**config.mk**
```make
export PLATFORM = sky130hd
export DESIGN_NAME = lcd_bus_slave_flat
export DESIGN_NICKNAME = d
export VERILOG_FILES = /design/src/rtl/lcd_bus_pkg.sv /design/src/rtl/lcd_bus_slave_if.sv /design/src/rtl/lcd_bus_fifo.sv /design/src/rtl/lcd_bus_slave.sv /design/src/flat_wrapper.sv
export SDC_FILE = /design/constraint.sdc
export NUM_CORES = 1
export LEC_CHECK = 0
export CORE_AREA = 2 2 224 226
export DETAILED_ROUTE_END_ITERATION = 6
export DIE_AREA = 0 0 226 228
export PLACE_DENSITY_LB_ADDON = 0.08
export SYNTH_ARGS = -nofsm -noshare
export SYNTH_HDL_FRONTEND = slang
export SYNTH_SLANG_ARGS = --single-unit
```
**constraint.sdc**
```tcl
create_clock -name pclk -period 5.04 [get_ports pclk]
set_input_delay 0.504 -clock pclk [delete_from_list [all_inputs] [get_ports pclk]]
set_output_delay 0.504 -clock pclk [all_outputs]
set_load 0.01 [all_outputs]
```
**src/rtl/lcd_bus_pkg.sv**
```systemverilog
// rtl/lcd_bus_pkg.sv - shared constants, status layout and read FSM states for lcd_bus_slave
package lcd_bus_pkg;

  localparam logic RS_CMD  = 1'b0;
  localparam logic RS_DATA = 1'b1;

  // Status word returned on rs=0 reads
  localparam int STAT_OVF       = 15;
  localparam int STAT_FULL      = 14;
  localparam int STAT_EMPTY     = 13;
  localparam int STAT_COUNT_MSB = 7;
  localparam int STAT_COUNT_LSB = 0;

  typedef enum logic {
    IDLE  = 1'b0,
    DRIVE = 1'b1
  } rd_state_e;

  function automatic logic [15:0] make_status(input logic       ovf,
                                              input logic       full,
                                              input logic       empty,
                                              input logic [7:0] count);
    logic [15:0] s;
    s = '0;
    s[STAT_OVF]                      = ovf;
    s[STAT_FULL]                     = full;
    s[STAT_EMPTY]                    = empty;
    s[STAT_COUNT_MSB:STAT_COUNT_LSB] = count;
    return s;
  endfunction

endpackage

```
**src/rtl/lcd_bus_slave_if.sv**
```systemverilog
// rtl/lcd_bus_slave_if.sv - 16-bit 8080-style LCD bus pins (cs/rs/wr/rd/data)
// master: MCU side, drives strobes and data_i, observes data_o/data_oe
// slave : panel-emulating side, samples strobes, drives data_o/data_oe
interface lcd_bus_slave_if;
  logic        cs;
  logic        rs;
  logic        wr;
  logic        rd;
  logic [15:0] data_i;
  logic [15:0] data_o;
  logic        data_oe;

  modport master (output cs, output rs, output wr, output rd, output data_i,
                  input data_o, input data_oe);
  modport slave  (input cs, input rs, input wr, input rd, input data_i,
                  output data_o, output data_oe);
endinterface

```
**src/rtl/lcd_bus_fifo.sv**
```systemverilog
// rtl/lcd_bus_fifo.sv - synchronous write-word queue with head-hold when empty
// pclk/prst : clock, async active-low reset
// push/push_word : enqueue request (accepted when not full or popping)
// pop : dequeue head (ignored when empty)
// full/empty/count/head : occupancy and head word
module lcd_bus_fifo #(
  parameter int DEPTH = 16,
  parameter int W     = 17
) (
  input  logic                       pclk,
  input  logic                       prst,
  input  logic                       push,
  input  logic [W-1:0]               push_word,
  input  logic                       pop,
  output logic                       full,
  output logic                       empty,
  output logic [$clog2(DEPTH):0]     count,
  output logic [W-1:0]               head
);

  localparam int AW = $clog2(DEPTH);
  localparam int CW = AW + 1;

  logic [W-1:0]  mem [DEPTH];
  logic [AW-1:0] wr_ptr_q, wr_ptr_d;
  logic [AW-1:0] rd_ptr_q, rd_ptr_d;
  logic [CW-1:0] count_q, count_d;
  logic [W-1:0]  last_q, last_d;
  logic          do_push;
  logic          do_pop;

  assign full  = (count_q == CW'(DEPTH));
  assign empty = (count_q == '0);
  assign count = count_q;

  // A full queue still takes a push when the head leaves in the same cycle
  assign do_pop  = pop && !empty;
  assign do_push = push && (!full || do_pop);

  // When drained, keep presenting the most recently popped word
  assign head = empty ? last_q : mem[rd_ptr_q];

  always_comb begin
    wr_ptr_d = wr_ptr_q;
    rd_ptr_d = rd_ptr_q;
    count_d  = count_q;
    last_d   = last_q;
    if (do_push) wr_ptr_d = wr_ptr_q + AW'(1);
    if (do_pop) begin
      rd_ptr_d = rd_ptr_q + AW'(1);
      last_d   = mem[rd_ptr_q];
    end
    case ({do_push, do_pop})
      2'b10:   count_d = count_q + CW'(1);
      2'b01:   count_d = count_q - CW'(1);
      default: count_d = count_q;
    endcase
  end

  always_ff @(posedge pclk or negedge prst) begin
    if (!prst) begin
      wr_ptr_q <= '0;
      rd_ptr_q <= '0;
      count_q  <= '0;
      last_q   <= '0;
    end else begin
      wr_ptr_q <= wr_ptr_d;
      rd_ptr_q <= rd_ptr_d;
      count_q  <= count_d;
      last_q   <= last_d;
    end
  end

  // Storage needs no reset: it is only observed through valid entries
  always_ff @(posedge pclk) begin
    if (do_push) mem[wr_ptr_q] <= push_word;
  end

endmodule

```
**src/rtl/lcd_bus_slave.sv**
```systemverilog
// rtl/lcd_bus_slave.sv - responder end of the 8080 LCD bus: queues MCU writes, answers MCU reads
// pclk/prst : clock, async active-low reset
// bus : LCD pins (slave modport)
// out_valid/out_ready/out_is_data/out_word : queued write words to internal logic
// rd_word/rd_req : word returned on rs=1 reads, pulse when it is latched
// ovf/ovf_clr : sticky overflow flag and its clear
module lcd_bus_slave
  import lcd_bus_pkg::*;
#(
  parameter int FIFO_DEPTH  = 16,
  parameter int SYNC_STAGES = 2
) (
  input  logic            pclk,
  input  logic            prst,
  lcd_bus_slave_if.slave  bus,
  output logic            out_valid,
  input  logic            out_ready,
  output logic            out_is_data,
  output logic [15:0]     out_word,
  input  logic [15:0]     rd_word,
  output logic            rd_req,
  output logic            ovf,
  input  logic            ovf_clr
);

  localparam int CW = $clog2(FIFO_DEPTH) + 1;

  // Strobe synchronizers idle high; rs/data ride a plain pipe of equal length
  logic [SYNC_STAGES-1:0] cs_sync_q, wr_sync_q, rd_sync_q;
  logic [16:0]            dpipe_q [SYNC_STAGES];
  logic                   wr_prev_q, rd_prev_q;

  always_ff @(posedge pclk or negedge prst) begin
    if (!prst) begin
      cs_sync_q <= '1;
      wr_sync_q <= '1;
      rd_sync_q <= '1;
      for (int i = 0; i < SYNC_STAGES; i++) dpipe_q[i] <= '0;
      wr_prev_q <= 1'b1;
      rd_prev_q <= 1'b1;
    end else begin
      cs_sync_q[0] <= bus.cs;
      wr_sync_q[0] <= bus.wr;
      rd_sync_q[0] <= bus.rd;
      dpipe_q[0]   <= {bus.rs, bus.data_i};
      for (int i = 1; i < SYNC_STAGES; i++) begin
        cs_sync_q[i] <= cs_sync_q[i-1];
        wr_sync_q[i] <= wr_sync_q[i-1];
        rd_sync_q[i] <= rd_sync_q[i-1];
        dpipe_q[i]   <= dpipe_q[i-1];
      end
      wr_prev_q <= wr_sync_q[SYNC_STAGES-1];
      rd_prev_q <= rd_sync_q[SYNC_STAGES-1];
    end
  end

  logic        cs_s, wr_s, rd_s, rs_d;
  logic [15:0] data_d;
  logic        wr_rise, rd_fall;

  assign cs_s   = cs_sync_q[SYNC_STAGES-1];
  assign wr_s   = wr_sync_q[SYNC_STAGES-1];
  assign rd_s   = rd_sync_q[SYNC_STAGES-1];
  assign rs_d   = dpipe_q[SYNC_STAGES-1][16];
  assign data_d = dpipe_q[SYNC_STAGES-1][15:0];

  assign wr_rise = wr_s && !wr_prev_q && !cs_s;
  // A read only starts while no write strobe is active
  assign rd_fall = !rd_s && rd_prev_q && !cs_s && wr_s;

  // Write requests are registered once before entering the queue
  logic        push_q, push_d;
  logic [16:0] push_word_q, push_word_d;

  assign push_d      = wr_rise;
  assign push_word_d = wr_rise ? {rs_d, data_d} : push_word_q;

  always_ff @(posedge pclk or negedge prst) begin
    if (!prst) begin
      push_q      <= 1'b0;
      push_word_q <= '0;
    end else begin
      push_q      <= push_d;
      push_word_q <= push_word_d;
    end
  end

  logic          fifo_full, fifo_empty, pop;
  logic [CW-1:0] fifo_count;
  logic [16:0]   fifo_head;

  assign out_valid   = !fifo_empty;
  assign pop         = out_valid && out_ready;
  assign out_is_data = fifo_head[16];
  assign out_word    = fifo_head[15:0];

  lcd_bus_fifo #(
    .DEPTH (FIFO_DEPTH),
    .W     (17)
  ) u_fifo (
    .pclk      (pclk),
    .prst      (prst),
    .push      (push_q),
    .push_word (push_word_q),
    .pop       (pop),
    .full      (fifo_full),
    .empty     (fifo_empty),
    .count     (fifo_count),
    .head      (fifo_head)
  );

  // Overflow: a set in the same cycle as a clear wins
  logic ovf_q, ovf_d, drop;

  assign drop = push_q && fifo_full && !pop;

  always_comb begin
    ovf_d = ovf_q;
    if (drop)         ovf_d = 1'b1;
    else if (ovf_clr) ovf_d = 1'b0;
  end

  always_ff @(posedge pclk or negedge prst) begin
    if (!prst) ovf_q <= 1'b0;
    else       ovf_q <= ovf_d;
  end

  assign ovf = ovf_q;

  logic [15:0] status;
  assign status = make_status(ovf_q, fifo_full, fifo_empty, 8'(fifo_count));

  // Read FSM: the response is frozen at read start and held while driving
  rd_state_e   state_q;
  logic [15:0] data_o_q;
  logic        data_oe_q;
  logic        rd_req_q;

  always_ff @(posedge pclk or negedge prst) begin
    if (!prst) begin
      state_q   <= IDLE;
      data_o_q  <= '0;
      data_oe_q <= 1'b0;
      rd_req_q  <= 1'b0;
    end else begin
      rd_req_q <= 1'b0;
      case (state_q)
        IDLE: begin
          data_oe_q <= 1'b0;
          if (rd_fall) begin
            state_q   <= DRIVE;
            data_oe_q <= 1'b1;
            data_o_q  <= (rs_d == RS_DATA) ? rd_word : status;
            rd_req_q  <= (rs_d == RS_DATA);
          end
        end
        DRIVE: begin
          if (rd_s || cs_s) begin
            state_q   <= IDLE;
            data_oe_q <= 1'b0;
          end
        end
        default: begin
          state_q   <= IDLE;
          data_oe_q <= 1'b0;
        end
      endcase
    end
  end

  assign bus.data_o  = data_o_q;
  assign bus.data_oe = data_oe_q;
  assign rd_req      = rd_req_q;

endmodule
```
**src/flat_wrapper.sv**
```systemverilog
// flat-port wrapper written by rule: the top's interface ports become plain ports
module lcd_bus_slave_flat import lcd_bus_pkg::*;
#(
  parameter int FIFO_DEPTH  = 16,
  parameter int SYNC_STAGES = 2
)
  (pclk, prst, out_valid, out_ready, out_is_data, out_word, rd_word, rd_req, ovf, ovf_clr, bus_cs, bus_rs, bus_wr, bus_rd, bus_data_i, bus_data_o, bus_data_oe);
  lcd_bus_slave_if bus_i ();
  input  logic pclk;
  input  logic prst;
  output logic out_valid;
  input  logic out_ready;
  output logic out_is_data;
  output logic [15:0] out_word;
  input  logic [15:0] rd_word;
  output logic rd_req;
  output logic ovf;
  input  logic ovf_clr;
  input wire logic [$bits(bus_i.cs)-1:0] bus_cs;
  input wire logic [$bits(bus_i.rs)-1:0] bus_rs;
  input wire logic [$bits(bus_i.wr)-1:0] bus_wr;
  input wire logic [$bits(bus_i.rd)-1:0] bus_rd;
  input wire logic [$bits(bus_i.data_i)-1:0] bus_data_i;
  output wire logic [$bits(bus_i.data_o)-1:0] bus_data_o;
  output wire logic [$bits(bus_i.data_oe)-1:0] bus_data_oe;
  assign bus_i.cs = bus_cs;
  assign bus_i.rs = bus_rs;
  assign bus_i.wr = bus_wr;
  assign bus_i.rd = bus_rd;
  assign bus_i.data_i = bus_data_i;
  assign bus_data_o = bus_i.data_o;
  assign bus_data_oe = bus_i.data_oe;
  lcd_bus_slave #(.FIFO_DEPTH(FIFO_DEPTH), .SYNC_STAGES(SYNC_STAGES)) u_core (.pclk(pclk), .prst(prst), .bus(bus_i), .out_valid(out_valid), .out_ready(out_ready), .out_is_data(out_is_data), .out_word(out_word), .rd_word(rd_word), .rd_req(rd_req), .ovf(ovf), .ovf_clr(ovf_clr));
endmodule
```
==> metrics.md, run 1 <==
| Metric | Value |
|---|---|
| Status | complete, no violations |
| 1st-iter DRT viols | 442 |
| Die Ht | 228 um |
| Netlist cell types | 43 |
| Top cells by area, synth | edfxtp_1, dfrtp_1, mux4_2 |
| Cell Rows | 82 |
| TritonCTS clock tree | done |
| Drt pass-1 iters | 5 |
| Drt total wl | 34.9 mm |
| Post-DP HPWL | 19.6 mm |
| Total number of vias | 7,130 |
| Critical-path cell list | buf_4 > mux4_2 > mux2i_1 > mux2_2 > o21ai_0 > clkdlybuf4s50_1 |
| Top cell type's share of synthesized area | 56.0% |
| Number of flops mapped to enable cells by yosys | 272 |
| Post-CTS Setup Bufs | 0 |
| IO buf count | 76 |
| Initial antenna violation count | 1 |
| Pleak | 6.20 nW |
| Endpoint type of the worst setup path | output pin |
| Max-Cap Viols | 0 |
| Die width | 226 um |
| Root Driver | clkbuf_16 |
| Dpl ws | 1660 ps |
| DRC | 0 |
| Max_slew headroom | 29.4% |
| Effective utilization at floorplan | 29.6% |
| Top achievable clock speed | 252 MHz |
| Grt ovf | 0 |
| First-pass GRT wire length | 51.7 mm |
| Post-synthesis adder-cell area fraction | 0.772% |
| CP max-delay cell | dfrtp_4 |
| Top FF cell, synth | edfxtp_1 |
| CTS hold repair buffers | 0 |
| Fin crit period | 3960 ps |
| Final Power | 9.84 mW |
| Wire per inst | 22.0 um |
| Placer Congestion | 0.699 |
| Core box area | 0.0493 mm2 |
| H-tree lvl count | 2 |
| Setup ws final | 1080 ps |
| CP required | 4540 ps |
| Syn_nets | 820 |
| Share of cells above drive strength 1 | 24.0% |
| Number of non-filler instances in the completed layout | 1,586 |
| Mapped Avg Cell Area | 18.9 um2 |
| Largest stage delay on the critical path | 750 ps |
| Final setup vio count | 0 |
| Synth warn | 0 |
| Clk Latency, worst-skew pair | 570 ps |
| Io pins | 77 |
| Ant diodes | 0 |
| Placed Cells | 1,502 |
| #FFs+latches synth | 382 |
| Die ar. | 0.0515 mm2 |
| Vias in the first global route | 7,760 |
| CP Max Fanout | 23 |
| Tot GR Track Use | 13.9% |
| Synth Instances | 771 |
| Final setup skew | 19.1 ps |
| CP startpoint kind | flip-flop |
| RSZ-0062 raised after global routing | false |
| Sequential element share of the synthesized area | 74.9% |
| Compound-cell area share of the yosys netlist | 2.35% |
| Setup TNS | 0 ps |
| Post-route ant nets | 0 |
| Final Cycle Share | 78.7% |
| Hold violation count in the final report | 0 |
| Power per cell area | 554 mW/mm2 |
| Mapped Area | 0.0146 mm2 |
| Post-Synth Simple-Gate Area | 3.82% |
| Largest family of logic cells by synthesized area | multiplexers |
| Fin nets | 926 |
| Final Slew Violations | 0 |
| Worst VDD drop | 0.000212 V |
| Worst Tran Pin Value | 1060 ps |
| Vias per cell | 4.50 |
| Post-cts gate resize count | 0 |
| WP data arrival | 3460 ps |
| CTS Buf Count | 45 |
| Clk sinks | 382 |
| Synth async-reset ratio | 28.8% |
| Largest net degree at the start of global routing | 70 |
| Max clock buf depth | 3 |
| Fillers | 4,598 |
| Clock transition at path regs | 60 ps |
| Layout area overhead | 21.8% |
| Yosys top cell by area | edfxtp_1 |
| Post-synthesis xor/xnor area fraction | 0.660% |
| Worst hold path type | in2async |
| Critical path type | reg2out |
| Post-synthesis mux area share | 15.9% |
## cell type report
cell class                 count  area [um2]  share of cell area [%]
multi-input combinational    340        3450                    19.4
timing repair buffer          98         948                    5.34
sequential                   382       10900                    61.5
inverter                      10        37.5                   0.211
clock buffer                  60        1280                    7.18
clock inverter                24         280                    1.58
tap                          672         841                    4.73
## through the flow
stage                     cell area (um2)  hold WS, ps  util [%]
after floorplan                     14600          208         -
after global placement              16200          335      32.9
after detailed placement            16200          335      32.9
after CTS                           17800          152      36.0
after global routing                17800          207      36.0
final                               17800          131      36.0
## worst max-delay path: cells and delay by family, from the launching register on
kind | cells | cell delay [ps]
AOI/OAI and AO/OA | 1 | 430
buffers and inverters | 2 | 1050
DFF | 1 | 750
muxes | 3 | 660
## layer usage
layer  global-route usage (%)  vias up  wire length (um)
li1                         -     3204                 -
met1                     18.8     3736             15600
met2                     22.7      142             16900
met3                     2.46       48              1520
met4                     4.72        0               776
met5                        0        -                 0
## state kept, by name (all words and copies together) (netlist names)
name	cells
u_core.bus.data_o	16
u_core.bus.data_oe	1
u_core.cs_sync_q	2
u_core.data_d	16
u_core.dpipe_q	18
u_core.ovf	1
u_core.push_q	1
u_core.push_word_q	17
u_core.rd_prev_q	1
u_core.rd_req	1
u_core.rd_sync_q	2
u_core.state_q	1
u_core.u_fifo.count	5
u_core.u_fifo.last_q	17
u_core.u_fifo.mem	272
u_core.u_fifo.rd_ptr_q	4
u_core.u_fifo.wr_ptr_q	4
u_core.wr_prev_q	1
u_core.wr_sync_q	2
## synth_stat cells, types with 2 or more instances
master    number
nand2_1       60
a31oi_1        2
buf_4          8
nor3_1         3
nor2_1         6
ha_1           9
and2_1        18
mux4_2        67
clkbuf_1      15
nor4_1         2
nand2b_1       2
nor3b_1        4
o21ai_0       46
mux2i_1       40
inv_1          9
mux2_2        36
a21oi_1        7
dfstp_2        8
xnor2_1        7
nand3_1       10
buf_1          2
buf_2         13
edfxtp_1     272
nand4_1        2
dfrtp_1      102
xor2_1         4
## power by group
part | internal (mW) | switching [mW] | total, mW
clock network | 2.09 | 1.27 | 3.36
logic | 1.28 | 1.02 | 2.30
registers | 3.73 | 0.449 | 4.18
total | 7.10 | 2.74 | 9.84
## final timing paths
path | startpoint | end | slack, ps | depth (start not counted)
min reg2reg | u_core.dpipe_q[17] | u_core.data_d[0] | 350 | 0
max | u_core.u_fifo.rd_ptr_q[2] | out_is_data | 1080 | 6
max reg2reg | u_core.u_fifo.count[2] | u_core.u_fifo.count[4] | 1970 | 10
min | prst | u_core.push_word_q[9] | 130 | 1
max in group asynchronous | prst | u_core.rd_sync_q[1] | 3720 | 2
min in group pclk | u_core.dpipe_q[17] | u_core.data_d[0] | 350 | 0
## kinds of logic (layout without fill, tap and decap cells)
family,after synthesis,in the layout
xor gates and xnor gates,11,11
adders and majority gates,9,9
AOI/OAI and AO/OA,62,62
DFF,382,382
and+or+nand+nor,115,115
muxes,143,143
buffers and inverters,49,192
## layout by cell type, fill, tap and decap left out, types with 2 or more instances in the layout
| master | n |
|---|---|
| clkinv_2 | 7 |
| buf_4 | 21 |
| dfrtp_1 | 99 |
| clkbuf_16 | 48 |
| clkinv_1 | 5 |
| and2_1 | 14 |
| and2_2 | 4 |
| clkinvlp_4 | 3 |
| inv_1 | 9 |
| xnor2_1 | 7 |
| a31oi_1 | 2 |
| nor2_1 | 6 |
| xor2_1 | 4 |
| edfxtp_1 | 272 |
| nor3_1 | 3 |
| bufinv_16 | 6 |
| ha_1 | 9 |
| dfstp_2 | 8 |
| mux4_2 | 67 |
| nand2_1 | 60 |
| nand2b_1 | 2 |
| nand4_1 | 2 |
| nor3b_1 | 3 |
| clkdlybuf4s50_1 | 75 |
| a21oi_1 | 7 |
| mux2_2 | 36 |
| nand3_1 | 10 |
| mux2i_1 | 40 |
| o21ai_0 | 46 |
| dfrtp_2 | 2 |
| clkbuf_8 | 3 |
| clkbuf_1 | 9 |
| buf_12 | 2 |
No activity file was read; power rests on OpenSTA's default activity.
==> inputs of run 2 (changes only) <==
==> constraint.sdc (replaced) <==
create_clock -name pclk -period 3.7 [get_ports pclk]
set_input_delay 0.37 -clock pclk [delete_from_list [all_inputs] [get_ports pclk]]
set_output_delay 0.37 -clock pclk [all_outputs]
set_load 0.01 [all_outputs]
==> metrics.md, run 2 (synthesis gave the netlist of run 1 again) <==
| Metric | Value |
|---|---|
| Setup ws final | 175 ps |
| Effective utilization at floorplan | 29.6% |
| Largest stage delay on the critical path | 640 ps |
| CP required | 3330 ps |
| Met3 wire len | 1.23 mm |
| R2r worst-path depth | 10 |
| CP Max Fanout | 29 |
| Worst setup path endpoint | out_word[5] |
| Max clock buf depth | 3 |
| Top flop regs | u_core.u_fifo.mem: 272 flops, u_core.dpipe_q: 18 flops |
| RSZ-0062 raised after global routing | false |
| DRC | 0 |
| Top achievable clock speed | 284 MHz |
| Max-Cap Viols | 0 |
| Tot GR Track Use | 14.1% |
| Top Metal Used | met4 |
| Most frequent cells in the layout | edfxtp_1, dfrtp_1, clkdlybuf4s50_1, mux4_2, nand2_1 |
| Fin nets | 938 |
| R2R Setup Slk | 700 ps |
| Max FFs per register | 272 |
| Final Power | 13.3 mW |
| Reg2reg end | u_core.u_fifo.count[4] |
| Number of non-filler instances in the completed layout | 1,595 |
| CP max-delay cell | clkdlybuf4s50_1 |
| Final setup vio count | 0 |
| R2R Path Start | u_core.u_fifo.count[2] |
| CP startpoint kind | flip-flop |
| WP data arrival | 3150 ps |
| 1st-iter DRT viols | 458 |
| Post-route ant nets | 0 |
| Clk Latency, worst-skew pair | 560 ps |
| Final setup skew | 14.2 ps |
| Dpl ws | 631 ps |
| Critical path type | reg2out |
| Layout area overhead | 22.8% |
| Cell Rows | 82 |
| Met1 WL | 16.1 mm |
| Largest net degree at the start of global routing | 45 |
| Wire per inst | 22.0 um |
| CTS Buf Count | 43 |
| IO buf count | 76 |
| Worst hold path type | in2reg |
| Io pins | 77 |
| TritonCTS clock tree | done |
| Leading cell type in the layout, fill and taps excluded | edfxtp_1 |
| Fin crit period | 3520 ps |
| Critical Path Start | u_core.u_fifo.rd_ptr_q[2] |
| Vias in the first global route | 7,792 |
| Setup TNS | 0 ps |
| Power per cell area | 742 mW/mm2 |
| Die Ht | 228 um |
| Clk sinks | 382 |
| Endpoint type of the worst setup path | output pin |
| Final Slew Violations | 0 |
| Worst Tran Pin Value | 979 ps |
| H-tree lvl count | 2 |
| Status | complete, no violations |
| Final Cycle Share | 95.3% |
| First-pass GRT wire length | 51.9 mm |
| Final core utilization | 36.3% |
| Critical-path cell list | buf_12 > mux4_2 > mux2i_1 > mux2_2 > o21ai_0 > clkdlybuf4s50_1 |
| Hold depth | 1 |
| Die width | 226 um |
| Clock transition at path regs | 60 ps |
| Drt pass-1 iters | 5 |
| Max_slew headroom | 34.2% |
| Core box area | 0.0493 mm2 |
| Share of cells above drive strength 1 | 24.4% |
| Hold_sp | bus_wr |
| Ant diodes | 0 |
| Reg with most FFs | u_core.u_fifo.mem |
| Grt ovf | 0 |
| Hold violation count in the final report | 0 |
| Total number of vias | 7,182 |
| Fillers | 4,565 |
| Worst VDD drop | 0.000288 V |
| Drt total wl | 35.1 mm |
| Vias per cell | 4.50 |
| Root Driver | clkbuf_16 |
| Post-DP HPWL | 21.4 mm |
| Pleak | 6.26 nW |
| Initial antenna violation count | 0 |
| Met2 Wirelength | 17.0 mm |
| Die ar. | 0.0515 mm2 |
| Placed Cells | 1,515 |
| Placer Congestion | 0.704 |
-- run 2: final cells by class --
class | count | area (um2) | area share [%]
sequential | 382 | 10900 | 61.1
multi-input combinational | 340 | 3450 | 19.2
clock buffer | 59 | 1240 | 6.91
timing repair buffer | 112 | 1180 | 6.61
tap | 672 | 841 | 4.69
clock inverter | 20 | 228 | 1.27
inverter | 10 | 37.5 | 0.209
-- run 2: worst max-delay path: cells and delay by family (launching register included) --
kind | cells | cell delay, ps
compound gates | 1 | 420
buf+inv | 2 | 870
flops | 1 | 590
mux | 3 | 700
-- run 2: how the worst min path moves through the flow --
stage,slack [ps],end
final,220,u_core.wr_sync_q[0]
after global routing,180,u_core.wr_sync_q[0]
after CTS,170,u_core.wr_sync_q[0]
after detailed placement,340,u_core.data_d[12]
after global placement,330,u_core.dpipe_q[16]
after floorplan,70,u_core.bus.data_o[0]
-- run 2: metal layers --
metal	vias to the layer above	track usage [%]
met5	-	0
met4	0	4.45
met3	57	2.42
met2	132	22.9
met1	3771	19.2
li1	3222	-
-- run 2: through the flow --
stage / hold slack, ps / area [um2]
global route: 179 / 17900
detailed placement: 336 / 16400
global placement: 332 / 16400
finish: 215 / 17900
floorplan: 74.4 / 14600
CTS: 172 / 17900
-- run 2: what timing repair did --
item	in CTS	in global routing
hold endpoints to repair	22	0
setup buffers	0	0
setup endpoints to repair	0	3
resized for setup	0	2
hold buffers	1	0
-- run 2: power breakdown --
group | total, mW | switching, mW | internal (mW)
Sequential | 5.56 | 0.467 | 5.09
Clock | 4.36 | 1.68 | 2.69
Combinational | 3.37 | 1.59 | 1.79
==> variant (settings of run 2) <==
Reset style: synchronous (`prst`), changed in 5 clocked blocks. Comments in the files are not updated.
--- a/src/rtl/lcd_bus_fifo.sv
+++ b/src/rtl/lcd_bus_fifo.sv
@@ -58,5 +58,5 @@
   end
 
-  always_ff @(posedge pclk or negedge prst) begin
+  always_ff @(posedge pclk) begin
     if (!prst) begin
       wr_ptr_q <= '0;
--- a/src/rtl/lcd_bus_slave.sv
+++ b/src/rtl/lcd_bus_slave.sv
@@ -31,5 +31,5 @@
   logic                   wr_prev_q, rd_prev_q;
 
-  always_ff @(posedge pclk or negedge prst) begin
+  always_ff @(posedge pclk) begin
     if (!prst) begin
       cs_sync_q <= '1;
@@ -76,5 +76,5 @@
   assign push_word_d = wr_rise ? {rs_d, data_d} : push_word_q;
 
-  always_ff @(posedge pclk or negedge prst) begin
+  always_ff @(posedge pclk) begin
     if (!prst) begin
       push_q      <= 1'b0;
@@ -121,5 +121,5 @@
   end
 
-  always_ff @(posedge pclk or negedge prst) begin
+  always_ff @(posedge pclk) begin
     if (!prst) ovf_q <= 1'b0;
     else       ovf_q <= ovf_d;
@@ -137,5 +137,5 @@
   logic        rd_req_q;
 
-  always_ff @(posedge pclk or negedge prst) begin
+  always_ff @(posedge pclk) begin
     if (!prst) begin
       state_q   <= IDLE;
Behaviour: differs if prst is asserted again (counterexample within 4 cycles, from zero or initial values and one cycle with prst low); with prst held inactive, the same outputs for 10 cycles.
==> variant against run 2 <==
- synthesized area shrank 0.61%
- wire length grew 5.7%
- design area shrank 1.1%
- via count grew 8.1%
- non-clock buffer count grew 4
- sequential cell count grew 4
- worst setup slack gained 130 ps
- critical path type unchanged
Power is not compared: it rests on default switching activity, and its combinational part moved more than twofold at a synthesized area within 25%.
==> variant: results <==
group,metric,value,unit
route,first_pass_iters,6,
min_path,hold_class,"input pin to flip-flop",
critical_path,worstReg2RegStart,"u_core.u_fifo.count[0]$_SDFFE_PN0P_",
cells_and_area,multi_input_area_share,21.4,%
placed_design,placedCellCount,1633,
critical_path,reg2regPathDepth,9,
route,vias_per_cell,4.53,
cells_and_area,area_growth,22.1,%
sta,relSlewSlack,37.2,%
cells_and_area,seq_area_share,59.0,%
critical_path,worstPathMaxFanout,18,
synth,yosys-top-cells-count,"edfxtp_1 (272), dfxtp_1 (114), nand2_1 (100), mux4_2 (68), a21oi_1 (49)",
outcome,outcome,"finished clean",
global_route,grt_max_degree,50,
clocking,cts_buffers,44,
global_route,grt_pass1_wl,54800,um
placed_design,pre_cts_ws,822,ps
cells_and_area,buffer_area_share,6.24,%
sta,whs,319,ps
critical_path,crit_slowest_cell,"inv_1",
synth,ys_async_sr_fraction,0,%
critical_path,rrSetupSlack,850,ps
power_and_ir_drop,p_leak,5.85,nW
cells_and_area,n_clock_buffer,57,
synth,syn_nets,947,
cells_and_area,fillers,4702,
route,drt-initial-drc-count,447,
synth,syn_inst,899,
cells_and_area,clock_tree_area_fraction,8.27,%
cells_and_area,nNetsFinal,1055,
synth,synth_cell_types,50,
critical_path,arrival,3030,ps
synth,synth_area_leaders,"edfxtp_1 (56%), dfxtp_1 (16%), mux4_2 (11%), nand2_1 (2.6%), a22o_1 (2.1%)",
cells_and_area,top_regs,"u_core.u_fifo.mem x272, u_core.dpipe_q x34",
critical_path,startpoint,"u_core.u_fifo.count[2]$_SDFFE_PN0P_",
power_and_ir_drop,powerDensity,515,mW/mm2
placed_design,dp_hpwl,21800,um
cells_and_area,layout.sequential_cells,386,
cells_and_area,multiInputCombCellCount,448,
critical_path,rr_endpoint,"u_core.u_fifo.count[4]$_SDFFE_PN0P_",
sta,fmax,0.294,GHz
critical_path,max_stage_delay,690,ps
min_path,hold_depth,3,
cells_and_area,drive_gt1_share,18.7,%
placed_design,placed_cell_area,0.0162,mm2
global_route,grt_pass1_vias,8115,
sta,finClkSkew,9.97,ps
cells_and_area,nNonClkBuffers,116,
cells_and_area,num-nonclk-inverters,11,
-- variant: cells by family (layout without fill, tap and decap cells) --
| group | count (synthesis) | count (layout) | share of synthesized area (%) |
|---|---|---|---|
| other cells | 0 | 1 | 0 |
| buf+inv | 65 | 207 | 2.01 |
| mux | 77 | 77 | 11.2 |
| simple gates | 214 | 214 | 7.25 |
| fa+ha+maj | 8 | 8 | 0.690 |
| flops | 386 | 386 | 72.0 |
| compound gates | 141 | 141 | 6.29 |
| xor+xnor | 8 | 8 | 0.535 |
-- variant: where the power goes --
group | switching [mW] | total [mW] | internal (mW)
Clock | 1.74 | 4.42 | 2.68
Sequential | 0.0105 | 4.60 | 4.59
Combinational | 0.0477 | 0.108 | 0.0604
Total | 1.80 | 9.12 | 7.33
-- variant: layer usage --
layer / up-vias / share of wire [%] / global-route usage [%]
met2: 127 / 49 / 24.4
met1: 3942 / 45 / 20.0
met5: - / 0 / 0
li1: 3641 / - / -
met3: 51 / 3.6 / 2.05
met4: 0 / 2.1 / 4.39
-- variant: critical path, delay by kind of cell (launching register included) --
family / cells / cell delay (ps)
buffers and inverters: 2 / 1220
DFF: 1 / 540
AOI/OAI and AO/OA: 1 / 250
and+or+nand+nor: 3 / 450
-- variant: worst min path at each step --
stage	start	endpoint
4_1_cts	prst	flip-flop
5_1_grt	prst	flip-flop
3_3_place_gp	u_core.rd_sync_q[0]$_SDFF_PN1_	u_core.rd_sync_q[1]$_SDFF_PN1_
2_1_floorplan	u_core.cs_sync_q[0]$_SDFF_PN1_	u_core.cs_sync_q[1]$_SDFF_PN1_
3_5_place_dp	u_core.rd_sync_q[0]$_SDFF_PN1_	u_core.rd_sync_q[1]$_SDFF_PN1_
6_report	prst	flip-flop
